--- src/rtl/hatch_ctrl.sv ---
// Egg-hatch incubation sequencer: stage counter on a seconds timebase.
// Optional temperature-fault abort enabled by defining HATCH_TEMP_FAIL_EN.
module hatch_ctrl #(
  parameter int TICKS_PER_SEC  = 1000,
  parameter int SEC_PER_STAGE  = 3,
  parameter int MAX_STAGE      = 11,
  parameter int TEMP_FAULT_SEC = 5
) (
  input  logic       clk,
  input  logic       rst,
  input  logic       st,
  input  logic       temp,
  output logic [3:0] num,
  output logic       stage_pulse,
  output logic       busy,
  output logic       hatched,
  output logic       fail
);

  if (MAX_STAGE > 15 || MAX_STAGE < 1 || TICKS_PER_SEC < 1 ||
      SEC_PER_STAGE < 1 || TEMP_FAULT_SEC < 1) begin : g_bad_param
    $error("hatch_ctrl: illegal parameter values");
  end

  localparam int PW = (TICKS_PER_SEC > 1) ? $clog2(TICKS_PER_SEC) : 1;
  localparam int SW = (SEC_PER_STAGE > 1) ? $clog2(SEC_PER_STAGE) : 1;

  localparam logic [PW-1:0] PRE_LAST = PW'(TICKS_PER_SEC - 1);
  localparam logic [SW-1:0] SEC_LAST = SW'(SEC_PER_STAGE - 1);
  localparam logic [3:0]    NUM_MAX  = 4'(MAX_STAGE);

  typedef enum logic [2:0] {
    S_IDLE,
    S_RUN,
    S_HOLD,
    S_DONE,
    S_FAIL
  } state_e;

  state_e        state_q, state_d;
  logic [3:0]    num_q, num_d;
  logic [PW-1:0] pre_q, pre_d;
  logic [SW-1:0] sec_q, sec_d;
  logic          pulse_q, pulse_d;
  logic          busy_q, busy_d;
  logic          hatched_q, hatched_d;

  logic tick;
  logic sec_wrap;
  logic last_step;

  assign tick      = (pre_q == PRE_LAST);
  assign sec_wrap  = tick && (sec_q == SEC_LAST);
  assign last_step = (num_q == NUM_MAX - 4'd1);

`ifdef HATCH_TEMP_FAIL_EN
  localparam int FW = $clog2(TEMP_FAULT_SEC + 1);
  localparam logic [FW-1:0] FAULT_LIM = FW'(TEMP_FAULT_SEC);

  logic [FW-1:0] fault_q, fault_d;
  logic          fail_q, fail_d;
  logic          fault_trip;

  assign fault_trip = tick && (fault_q + 1'b1 == FAULT_LIM);
  assign fail       = fail_q;
`else
  assign fail = 1'b0;
`endif

  always_ff @(posedge clk) begin
    if (!rst) begin
      state_q <= S_IDLE;
    end else begin
      state_q <= state_d;
    end
  end

  always_comb begin
    state_d = state_q;
    unique case (state_q)
      S_IDLE: begin
        if (st) state_d = temp ? S_HOLD : S_RUN;
      end
      S_RUN: begin
        if (temp) begin
          state_d = S_HOLD;
        end else if (sec_wrap && last_step) begin
          state_d = S_DONE;
        end
      end
      S_HOLD: begin
        if (!temp) begin
          state_d = S_RUN;
`ifdef HATCH_TEMP_FAIL_EN
        end else if (fault_trip) begin
          state_d = S_FAIL;
`endif
        end
      end
      default: ;
    endcase
    // Dropping the enable overrides every other condition.
    if (!st) state_d = S_IDLE;
  end

  always_comb begin
    num_d     = num_q;
    pre_d     = pre_q;
    sec_d     = sec_q;
    pulse_d   = 1'b0;
    busy_d    = (state_q == S_RUN) || (state_q == S_HOLD);
    hatched_d = (state_q == S_DONE);
`ifdef HATCH_TEMP_FAIL_EN
    fault_d   = fault_q;
    fail_d    = (state_q == S_FAIL);
`endif
    if (!st) begin
      num_d = '0;
      pre_d = '0;
      sec_d = '0;
`ifdef HATCH_TEMP_FAIL_EN
      fault_d = '0;
`endif
    end else begin
      unique case (state_q)
        S_IDLE: begin
          pre_d = '0;
          sec_d = '0;
        end
        S_RUN: begin
          pre_d = tick ? '0 : pre_q + 1'b1;
          if (!temp && tick) begin
            sec_d = sec_wrap ? '0 : sec_q + 1'b1;
            if (sec_wrap) begin
              num_d   = num_q + 4'd1;
              pulse_d = 1'b1;
            end
          end
        end
        S_HOLD: begin
          pre_d = tick ? '0 : pre_q + 1'b1;
`ifdef HATCH_TEMP_FAIL_EN
          if (!temp) begin
            fault_d = '0;
          end else if (tick) begin
            fault_d = fault_q + 1'b1;
          end
`endif
        end
        default: ;
      endcase
    end
  end

  always_ff @(posedge clk) begin
    if (!rst) begin
      num_q     <= '0;
      pre_q     <= '0;
      sec_q     <= '0;
      pulse_q   <= 1'b0;
      busy_q    <= 1'b0;
      hatched_q <= 1'b0;
    end else begin
      num_q     <= num_d;
      pre_q     <= pre_d;
      sec_q     <= sec_d;
      pulse_q   <= pulse_d;
      busy_q    <= busy_d;
      hatched_q <= hatched_d;
    end
  end

`ifdef HATCH_TEMP_FAIL_EN
  always_ff @(posedge clk) begin
    if (!rst) begin
      fault_q <= '0;
      fail_q  <= 1'b0;
    end else begin
      fault_q <= fault_d;
      fail_q  <= fail_d;
    end
  end
`endif

  assign num         = num_q;
  assign stage_pulse = pulse_q;
  assign busy        = busy_q;
  assign hatched     = hatched_q;

endmodule

--- config.mk ---
export PLATFORM = sky130hd
export DESIGN_NAME = hatch_ctrl
export DESIGN_NICKNAME = d
export VERILOG_FILES = /design/src/rtl/hatch_ctrl.sv
export SDC_FILE = /design/constraint.sdc
export NUM_CORES = 1
export LEC_CHECK = 0
export ABC_AREA = 1
export CAP_MARGIN = 5
export CORE_MARGIN = 1.5
export CORE_UTILIZATION = 46
export CTS_CLUSTER_SIZE = 30
export DETAILED_ROUTE_END_ITERATION = 10
export PLACE_DENSITY = 0.67
export SETUP_SLACK_MARGIN = 0.02
export SYNTH_ARGS = -nofsm -noshare
export SYNTH_HDL_FRONTEND = slang
export SYNTH_SLANG_ARGS = --single-unit
--- constraint.sdc ---
create_clock -name clk -period 1.6 [get_ports clk]
set_input_delay 0.48 -clock clk [delete_from_list [all_inputs] [get_ports clk]]
set_output_delay 0.48 -clock clk [all_outputs]
set_load 0.05 [all_outputs]
==> impl_results.html <==
<table>
<tr><th>Metric</th><th>Value</th></tr>
<tr><th colspan="2">Hold path</th></tr>
<tr><td>Hold path cells</td><td>2</td></tr>
<tr><td>Endpoint of the worst hold path</td><td>pre_q[1]</td></tr>
<tr><td>Kind of path behind the tightest hold check</td><td>register to register</td></tr>
<tr><td>Hold wc startpoint</td><td>pre_q[1]</td></tr>
<tr><th colspan="2">Layout</th></tr>
<tr><td>Post-layout net count</td><td>206</td></tr>
<tr><td>Fill cell instance count of the final layout</td><td>216</td></tr>
<tr><td>Antenna fix cells</td><td>0</td></tr>
<tr><td>Layout overhead on the synthesized area</td><td>28.5%</td></tr>
<tr><td>Final instance count without filler cells</td><td>approximately 220</td></tr>
<tr><td>Final instance area</td><td>0.00154 sq mm</td></tr>
<tr><td>Share of cells above drive strength 1</td><td>24.9%</td></tr>
<tr><th colspan="2">Synthesis</th></tr>
<tr><td>Post-synthesis share of cell area spent on and, or, nand and nor gates</td><td>between 30% and 40%</td></tr>
<tr><td>Leading area contributor after synthesis</td><td>dfxtp_1</td></tr>
<tr><td>Mean Syn Cell Area</td><td>7.07 sq um</td></tr>
<tr><td>Post-synthesis adder-cell area fraction</td><td>under 10%</td></tr>
<tr><td>Biggest area contributors in the synthesized netlist</td><td>dfxtp_1, nand2_1, nor2_1</td></tr>
<tr><td>Share of the synthesized area in the top cell type</td><td>35.2%</td></tr>
<tr><td>Netlist cell types</td><td>23</td></tr>
<tr><td>Post-synthesis mux area share</td><td>0%</td></tr>
<tr><td>Mapped Nets</td><td>181</td></tr>
<tr><td>Cells after Synth</td><td>169</td></tr>
<tr><td>Part of the Yosys area used for sequential elements</td><td>35.2%</td></tr>
<tr><td>Synthesis warning total</td><td>0</td></tr>
<tr><td>Main combinational cell family by area after synthesis</td><td>simple AND/OR/NAND/NOR gates</td></tr>
<tr><td>Post-synthesis xor/xnor area fraction</td><td>2.93%</td></tr>
<tr><td>Cell area after synthesis</td><td>about 0.0012 sq mm</td></tr>
<tr><td>Number of register bits inferred by synthesis</td><td>21</td></tr>
<tr><td>Compound-cell area share of the yosys netlist</td><td>7.75%</td></tr>
<tr><th colspan="2">Timing</th></tr>
<tr><td>Setup ws final</td><td>0.111 ns</td></tr>
<tr><td>RSZ-0062 raised after global routing</td><td>false</td></tr>
<tr><td>Setup violation total in the final timing report</td><td>0</td></tr>
<tr><td>Max Transition Viols Final</td><td>0</td></tr>
<tr><td>Final-report hold violation count</td><td>0</td></tr>
<tr><td>Period utilization</td><td>93.1%</td></tr>
<tr><td>Worst clock skew on the final layout</td><td>0.00597 ns</td></tr>
<tr><td>Fmax</td><td>0.671 GHz</td></tr>
<tr><td>Post-route minimum period</td><td>1.49 ns</td></tr>
<tr><td>Final setup TNS</td><td>0 ns</td></tr>
<tr><th colspan="2">Route</th></tr>
<tr><td>DR WL met2</td><td>1.26 mm</td></tr>
<tr><td>Uppermost routed layer</td><td>met4</td></tr>
<tr><td>Initial DRT Pass Iterations</td><td>4</td></tr>
<tr><td>Count of routing violations after the opening detailed-route iteration</td><td>19</td></tr>
<tr><td>Met1 Wirelength</td><td>1.19 mm</td></tr>
<tr><td>Routed wire per std cell</td><td>11.3 um</td></tr>
<tr><td>Number of nets still failing antenna checks after routing</td><td>0</td></tr>
<tr><td>Routed WL</td><td>2.52 mm</td></tr>
<tr><td>Number of design rule violations left after detail routing</td><td>0</td></tr>
<tr><td>Vias per inst</td><td>4.95</td></tr>
<tr><td>Total met3 wirelength after detailed routing</td><td>48 um</td></tr>
<tr><td>Via total after detailed routing</td><td>1104</td></tr>
<tr><th colspan="2">Worst setup path</th></tr>
<tr><td>Most prevalent standard cell on the critical path</td><td>nor2_4</td></tr>
<tr><td>Depth of the critical timing path with buffers and inverters included</td><td>7</td></tr>
<tr><td>WS Path Type</td><td>primary input to register</td></tr>
<tr><td>CP Data Arrival Time</td><td>1.70 ns</td></tr>
<tr><td>CP Cell Sequence</td><td>clkdlybuf4s50_1 -&gt; nor2_4 -&gt; nand4_4 -&gt; nor2_4 -&gt; inv_1 -&gt; o21ai_1 -&gt; nor2_1</td></tr>
<tr><td>R2R setup slack</td><td>0.14 ns</td></tr>
<tr><td>Worst Reg-to-Reg Cells</td><td>9</td></tr>
<tr><td>CP Data Required Time</td><td>1.81 ns</td></tr>
<tr><td>Buf+Inv Stages, Crit Path</td><td>2</td></tr>
<tr><td>CP peak stage delay</td><td>0.49 ns</td></tr>
<tr><td>CP Max Fanout</td><td>6</td></tr>
<tr><td>Crit. Startpoint</td><td>temp</td></tr>
<tr><td>Critical register-to-register path startpoint</td><td>state_q[1]</td></tr>
<tr><td>Sort of element at the end of the critical path</td><td>register</td></tr>
<tr><td>Top delay family on crit path</td><td>buffers and inverters</td></tr>
<tr><td>R2r endpoint</td><td>num[0]</td></tr>
<tr><td>Crit path max-delay cell type</td><td>clkdlybuf4s50_1</td></tr>
<tr><td>Type of origin of the critical path</td><td>primary input</td></tr>
<tr><th colspan="2">Pwr</th></tr>
<tr><td>Logic pwr share</td><td>34.9%</td></tr>
<tr><td>Power spent charging and discharging nets</td><td>between 400 and 500 uW</td></tr>
<tr><td>Part of the total power dissipated in sequential elements</td><td>45.9%</td></tr>
<tr><td>Clock group share of total power</td><td>19.2%</td></tr>
<tr><td>VDD IR max</td><td>567 uV</td></tr>
<tr><td>Internal power component</td><td>829 uW</td></tr>
<tr><td>Final Total Pwr</td><td>1290 uW</td></tr>
<tr><td>Leakage dissipation</td><td>0.000646 uW</td></tr>
<tr><td>Switching portion of total power</td><td>35.7%</td></tr>
<tr><td>Power density relative to cell area</td><td>around 840 mW/mm^2</td></tr>
<tr><th colspan="2">Global routing</th></tr>
<tr><td>Antenna violations before repair</td><td>0</td></tr>
<tr><td>Maximum number of pins on one net before global-route repair</td><td>13</td></tr>
<tr><td>Overall routing resource usage</td><td>19.2%</td></tr>
<tr><td>First-pass GRT wire length</td><td>4.07 mm</td></tr>
<tr><td>Number of global-route vias before repair</td><td>1038</td></tr>
<tr><td>Global route total overflow</td><td>0</td></tr>
<tr><th colspan="2">Clock network</th></tr>
<tr><td>Worst-skew pair later-pin latency</td><td>about 0.30 ns</td></tr>
<tr><td>Total of hold buffers inserted after clock tree synthesis</td><td>0</td></tr>
<tr><td>Maximum root-to-sink buffer count</td><td>2</td></tr>
<tr><td># clock sinks</td><td>21</td></tr>
<tr><td>CTS tree</td><td>yes</td></tr>
<tr><td>CTS-repair resized insts</td><td>0</td></tr>
<tr><td>Number of levels in the clock H-tree</td><td>1</td></tr>
<tr><td>Cell at the root of the clock tree</td><td>clkbuf_4</td></tr>
<tr><td>Clock-pin slew reported for the worst setup and hold paths after clock tree synthesis</td><td>0.12 ns</td></tr>
<tr><td>CTS buffer count</td><td>3</td></tr>
<tr><td>Count of buffers added by post-CTS timing repair for setup</td><td>0</td></tr>
<tr><th colspan="2">Place</th></tr>
<tr><td>Count of placed standard cells including taps</td><td>between 200 and 250</td></tr>
<tr><td>Count of buffers inserted at the top-level ports</td><td>10</td></tr>
<tr><td>Placer Congestion</td><td>0.803</td></tr>
<tr><td>Worst setup timing slack at the placement stage</td><td>-0.173 ns</td></tr>
<tr><td>Total placed instance area</td><td>0.00148 sq mm</td></tr>
<tr><td>HPWL after detailed placement</td><td>between 1.5 and 2 mm</td></tr>
<tr><th colspan="2">Job</th></tr>
<tr><td># Max-Cap Violations</td><td>0</td></tr>
<tr><th colspan="2">Die</th></tr>
<tr><td>Die height</td><td>about 54 um</td></tr>
<tr><td>Die Area</td><td>0.00291 sq mm</td></tr>
<tr><td>Top-Level Pins</td><td>12</td></tr>
<tr><td>Site row count</td><td>18</td></tr>
<tr><td>Area of the core region</td><td>roughly 0.0025 sq mm</td></tr>
<tr><td>Starting utilization of the core area</td><td>48.2%</td></tr>
<tr><td>DIE WIDTH</td><td>~54 um</td></tr>
<tr><th colspan="2">Run status</th></tr>
<tr><td>Outcome</td><td>completed</td></tr>
</table>
[stage by stage]
stage	hold WS, ns	utilization (%)
floorplan	0.492	-
CTS	0.531	60.8
global route	0.562	62.0
global placement	0.507	59.6
detailed placement	0.513	59.6
finish	0.519	62.0
[layout by cell type, fill, tap and decap left out, types with 2 or more instances in the layout]
cell,count
nand2_1,33
nor2_1,27
inv_1,21
dfxtp_1,17
nand3_1,11
buf_4,11
a21oi_1,9
buf_12,7
o21ai_0,6
ha_1,5
nor2_4,4
nand2_2,4
nor2_2,4
dfxtp_2,4
nor3_1,3
clkbuf_4,3
clkdlybuf4s50_1,3
inv_2,2
a31oi_1,2
xnor2_1,2
nor3_2,2
nand4_1,2
xor2_1,2
ha_2,2
[Yosys cell counts]
| cell | count |
|---|---|
| nand2_1 | 33 |
| nor2_1 | 27 |
| inv_1 | 22 |
| dfxtp_1 | 21 |
| nand3_1 | 11 |
| a21oi_1 | 9 |
| ha_1 | 8 |
| o21ai_0 | 6 |
| nand2_2 | 4 |
| nor2_2 | 4 |
| nor2_4 | 4 |
| nor3_1 | 4 |
| a31oi_1 | 2 |
| inv_2 | 2 |
| nand4_1 | 2 |
| xnor2_1 | 2 |
| xor2_1 | 2 |
| buf_4 | 1 |
| conb_1 | 1 |
| nand4_4 | 1 |
| nor3_2 | 1 |
| o21ai_1 | 1 |
| or2_2 | 1 |
[metal layers]
layer / vias to the layer above / track usage (%)
met5: - / 0
met1: 511 / 24.0
li1: 579 / -
met3: 2 / 2.50
met4: 0 / 6.84
met2: 12 / 33.3
[worst min-delay path: stages (launching register included)]
cell	delay [ns]
dfxtp_2	0.35
nor2_1	0.09
nor3_1	0.05
[worst max path at each step]
stage,to,slack (ns)
2_1_floorplan,state_q[0],0.05
3_3_place_gp,num[0],-0.13
6_report,num[0],0.11
3_5_place_dp,num[0],-0.17
5_1_grt,pre_q[8],0.01
4_1_cts,num[0],0.06
[power by group through the flow]
| stage | clock, uW | combinational (uW) | sequential [uW] |
|---|---|---|---|
| global placement | 0 | 415 | 594 |
| global route | 280 | 494 | 598 |
| detailed placement | 0 | 430 | 595 |
| CTS | 262 | 431 | 583 |
| finish | 247 | 450 | 592 |
| floorplan | 0 | 268 | 611 |
[state kept, by name, summed over array words and instances (netlist names)]
| signal | flops |
|---|---|
| busy | 1 |
| hatched | 1 |
| num | 4 |
| pre_q | 10 |
| sec_q | 2 |
| stage_pulse | 1 |
| state_q | 2 |
[area by class of cell]
type	instances	area (sq um)	share of cell area, %
multi-input cells	123	699	45.6
flip-flops and latches	21	425	27.7
repair buffers	21	253	16.5
inverters	24	92.6	6.03
well taps	30	37.5	2.44
clock buffers	3	22.5	1.47
clock inverters	1	5.00	0.326
[cells by family after synthesis]
logic type	count (synthesis)
other cells	1
xor+xnor	4
buf+inv	25
compound gates	18
simple gates	92
fa+ha+maj	8
flops	21
No activity file was read; power rests on OpenSTA's default activity.
==> variant: new RTL, config.mk and constraints unchanged <==
The option `HATCH_TEMP_FAIL_EN` is turned on by a define.
--- a/src/rtl/hatch_ctrl.sv
+++ b/src/rtl/hatch_ctrl.sv
@@ -1,4 +1,6 @@
 // Egg-hatch incubation sequencer: stage counter on a seconds timebase.
 // Optional temperature-fault abort enabled by defining HATCH_TEMP_FAIL_EN.
+`define HATCH_TEMP_FAIL_EN
+
 module hatch_ctrl #(
   parameter int TICKS_PER_SEC  = 1000,
Check against the original RTL: no difference found for any inputs over 10 cycles, from zero or initial values and one cycle with rst low; that may be too few to reach the edited logic, so the function may still have changed.
==> variant against the original RTL <==
  * Register-to-register slack improved by 0.03 ns
  * Sequential cell count rose by 5
  * Cell count rose by 13%
  * Highest routed layer unchanged
  * Die area rose by 16%
  * Core utilization rose by 1.4 points
  * Via count rose by 23%
  * Final area rose by 16%
  * Clock skew rose by 0.0013 ns
  * Wire length rose by 24%
  * First-iteration DRC count rose to 3.2 times the old value
  * Synthesized area rose by 17%
  * Setup slack improved by 0.017 ns
  * Count of clock-buffer cells in the layout rose by 1
Power is not compared: it rests on default switching activity, and its combinational part moved more than twofold at a synthesized area within 25%.
==> variant: results (changes against the original RTL) <==
STA
  – Skew final: 0.00731 ns (was 0.00597 ns)

Synth
  – Number of nets in the synthesized netlist: 205 (was 181)
  – Compound-gate portion of the synthesized area: 0.160 (was 0.0775)
  – Synth top area cells: dfxtp_1 37%, nand2_1 12%, inv_1 7.8%, a21oi_1 7.5%, nand3_1 5.0% (was dfxtp_1 35%, nand2_1 10%, nor2_1 8.5%, ha_1 8.4%, inv_1 6.9%)
  – Parity-gate share of the synthesized area counting xor and xnor cells: 0.00629 (was 0.0293)
  – Sequential cell area fraction in the yosys report: 0.374 (was 0.352)
  – Top cells by count, synth: 46 x nand2_1, 29 x inv_1, 26 x dfxtp_1, 21 x a21oi_1 (was 33 x nand2_1, 27 x nor2_1, 22 x inv_1, 21 x dfxtp_1, 11 x nand3_1)
  – Number of distinct standard cells referenced by the synthesized netlist: 28 (was 23)

Worst setup path
  – Startpoint of the worst-slack reg-to-reg timing path: pre_q[0] (was state_q[1])
  – Logic depth of the worst register-to-register path: 7 (was 9)
  – Delay of the slowest cell on the worst path: 0.42 ns (was 0.49 ns)
  – Critical-path maximum fanout: 4 (was 6)
  – Crit path arrival time: 1.74 ns (was 1.70 ns)
  – Critical register-to-register path endpoint: pre_q[8] (was num[0])

Global routing
  – GR Util All Layers: 0.196 (was 0.192)
  – Pin count of the biggest net entering global routing: 15 (was 13)
  – M1 GR Usage: 0.268 (was 0.240)
  – Met2 layer usage reported by global route: 0.328 (was 0.333)
  – Wire length of the first global-routing pass: 5250 um (was 4070 um)
  – Vias in the first global route: 1,232 (was 1,038)

Route
  – Met2 WL post-DR: 1490 um (was 1260 um)
  – Number of DRC markers after the initial detailed-route iteration: 61 (was 19)
  – First-pass iteration count of the detailed router: 6 (was 4)
  – WL final: 3130 um (was 2520 um)
  – Met3 WL: 104 um (was 48 um)

Worst hold path
  – Hold Path Cell Cnt: 1 (was 2)
  – Endpoint of the worst hold path: fail (was pre_q[1])
  – Hold path startpoint: state_q[1] (was pre_q[1])

Place
  – Post-Place Setup Slack: -0.212 ns (was -0.173 ns)
  – Estimated wirelength of the detail-placed design: 2320 um (was 1980 um)
  – Placer's final routability congestion estimate: 0.774 (was 0.803)

Cells and area
  – Number of filler cells placed in the layout: 227 (was 216)
  – Number of nets in the layout: 231 (was 206)

Status
  – Outcome: finished clean (unchanged)

Clocking
  – Source-to-sink clock delay at the later pin of the worst-skew pair: 0.32 ns (was 0.30 ns)
  – Clock slew at the register clock pins of the worst setup and hold paths: 0.15 ns (was 0.12 ns)
==> variant: repair_timing <==
action,in CTS,in global routing
gates resized for setup,2,6
pin swaps,1,4
endpoints found under the setup margin,3,9
buffers inserted,0,1
hold buffers,0,0
==> variant: critical path: cells and delay by family <==
kind	cells	cell delay, ns
buffers and inverters	3	0.69
AO/OA/AOI/OAI	3	0.43
AND/OR/NAND/NOR	1	0.14
==> variant: cell type report <==
| cell class | count | area share |
|---|---|---|
| clock buffer | 4 | 0.0204 |
| inverter | 32 | 0.0676 |
| multi-input combinational | 136 | 0.431 |
| sequential | 26 | 0.295 |
| tap | 31 | 0.0218 |
| timing repair buffer | 23 | 0.165 |
==> variant: per-stage QoR <==
| stage | total power, mW | util | TNS [ns] | std cells | hold slack (ns) |
|---|---|---|---|---|---|
| 2_1_floorplan | 0.754 | - | 0 | 196 | 0.445 |
| 3_3_place_gp | 0.800 | 0.609 | -1.08 | 247 | 0.464 |
| 3_5_place_dp | 0.804 | 0.609 | -1.52 | 247 | 0.471 |
| 4_1_cts | 1.14 | 0.623 | 0 | 251 | 0.457 |
| 5_1_grt | 1.18 | 0.634 | 0 | 252 | 0.507 |
| 6_report | 1.14 | 0.634 | 0 | 252 | 0.494 |
==> variant: how the worst max path moves through the flow <==
stage / cells past startpoint / startpoint / slack [ns] / end
CTS: 8 / pre_q[1] / 0.03 / num[3]
floorplan: 10 / num[0] / 0.02 / state_q[1]
global placement: 7 / temp / -0.17 / num[3]
detailed placement: 7 / temp / -0.21 / sec_q[1]
global route: 9 / fault_q[0] / 0.04 / state_q[1]
finish: 7 / temp / 0.13 / sec_q[1]
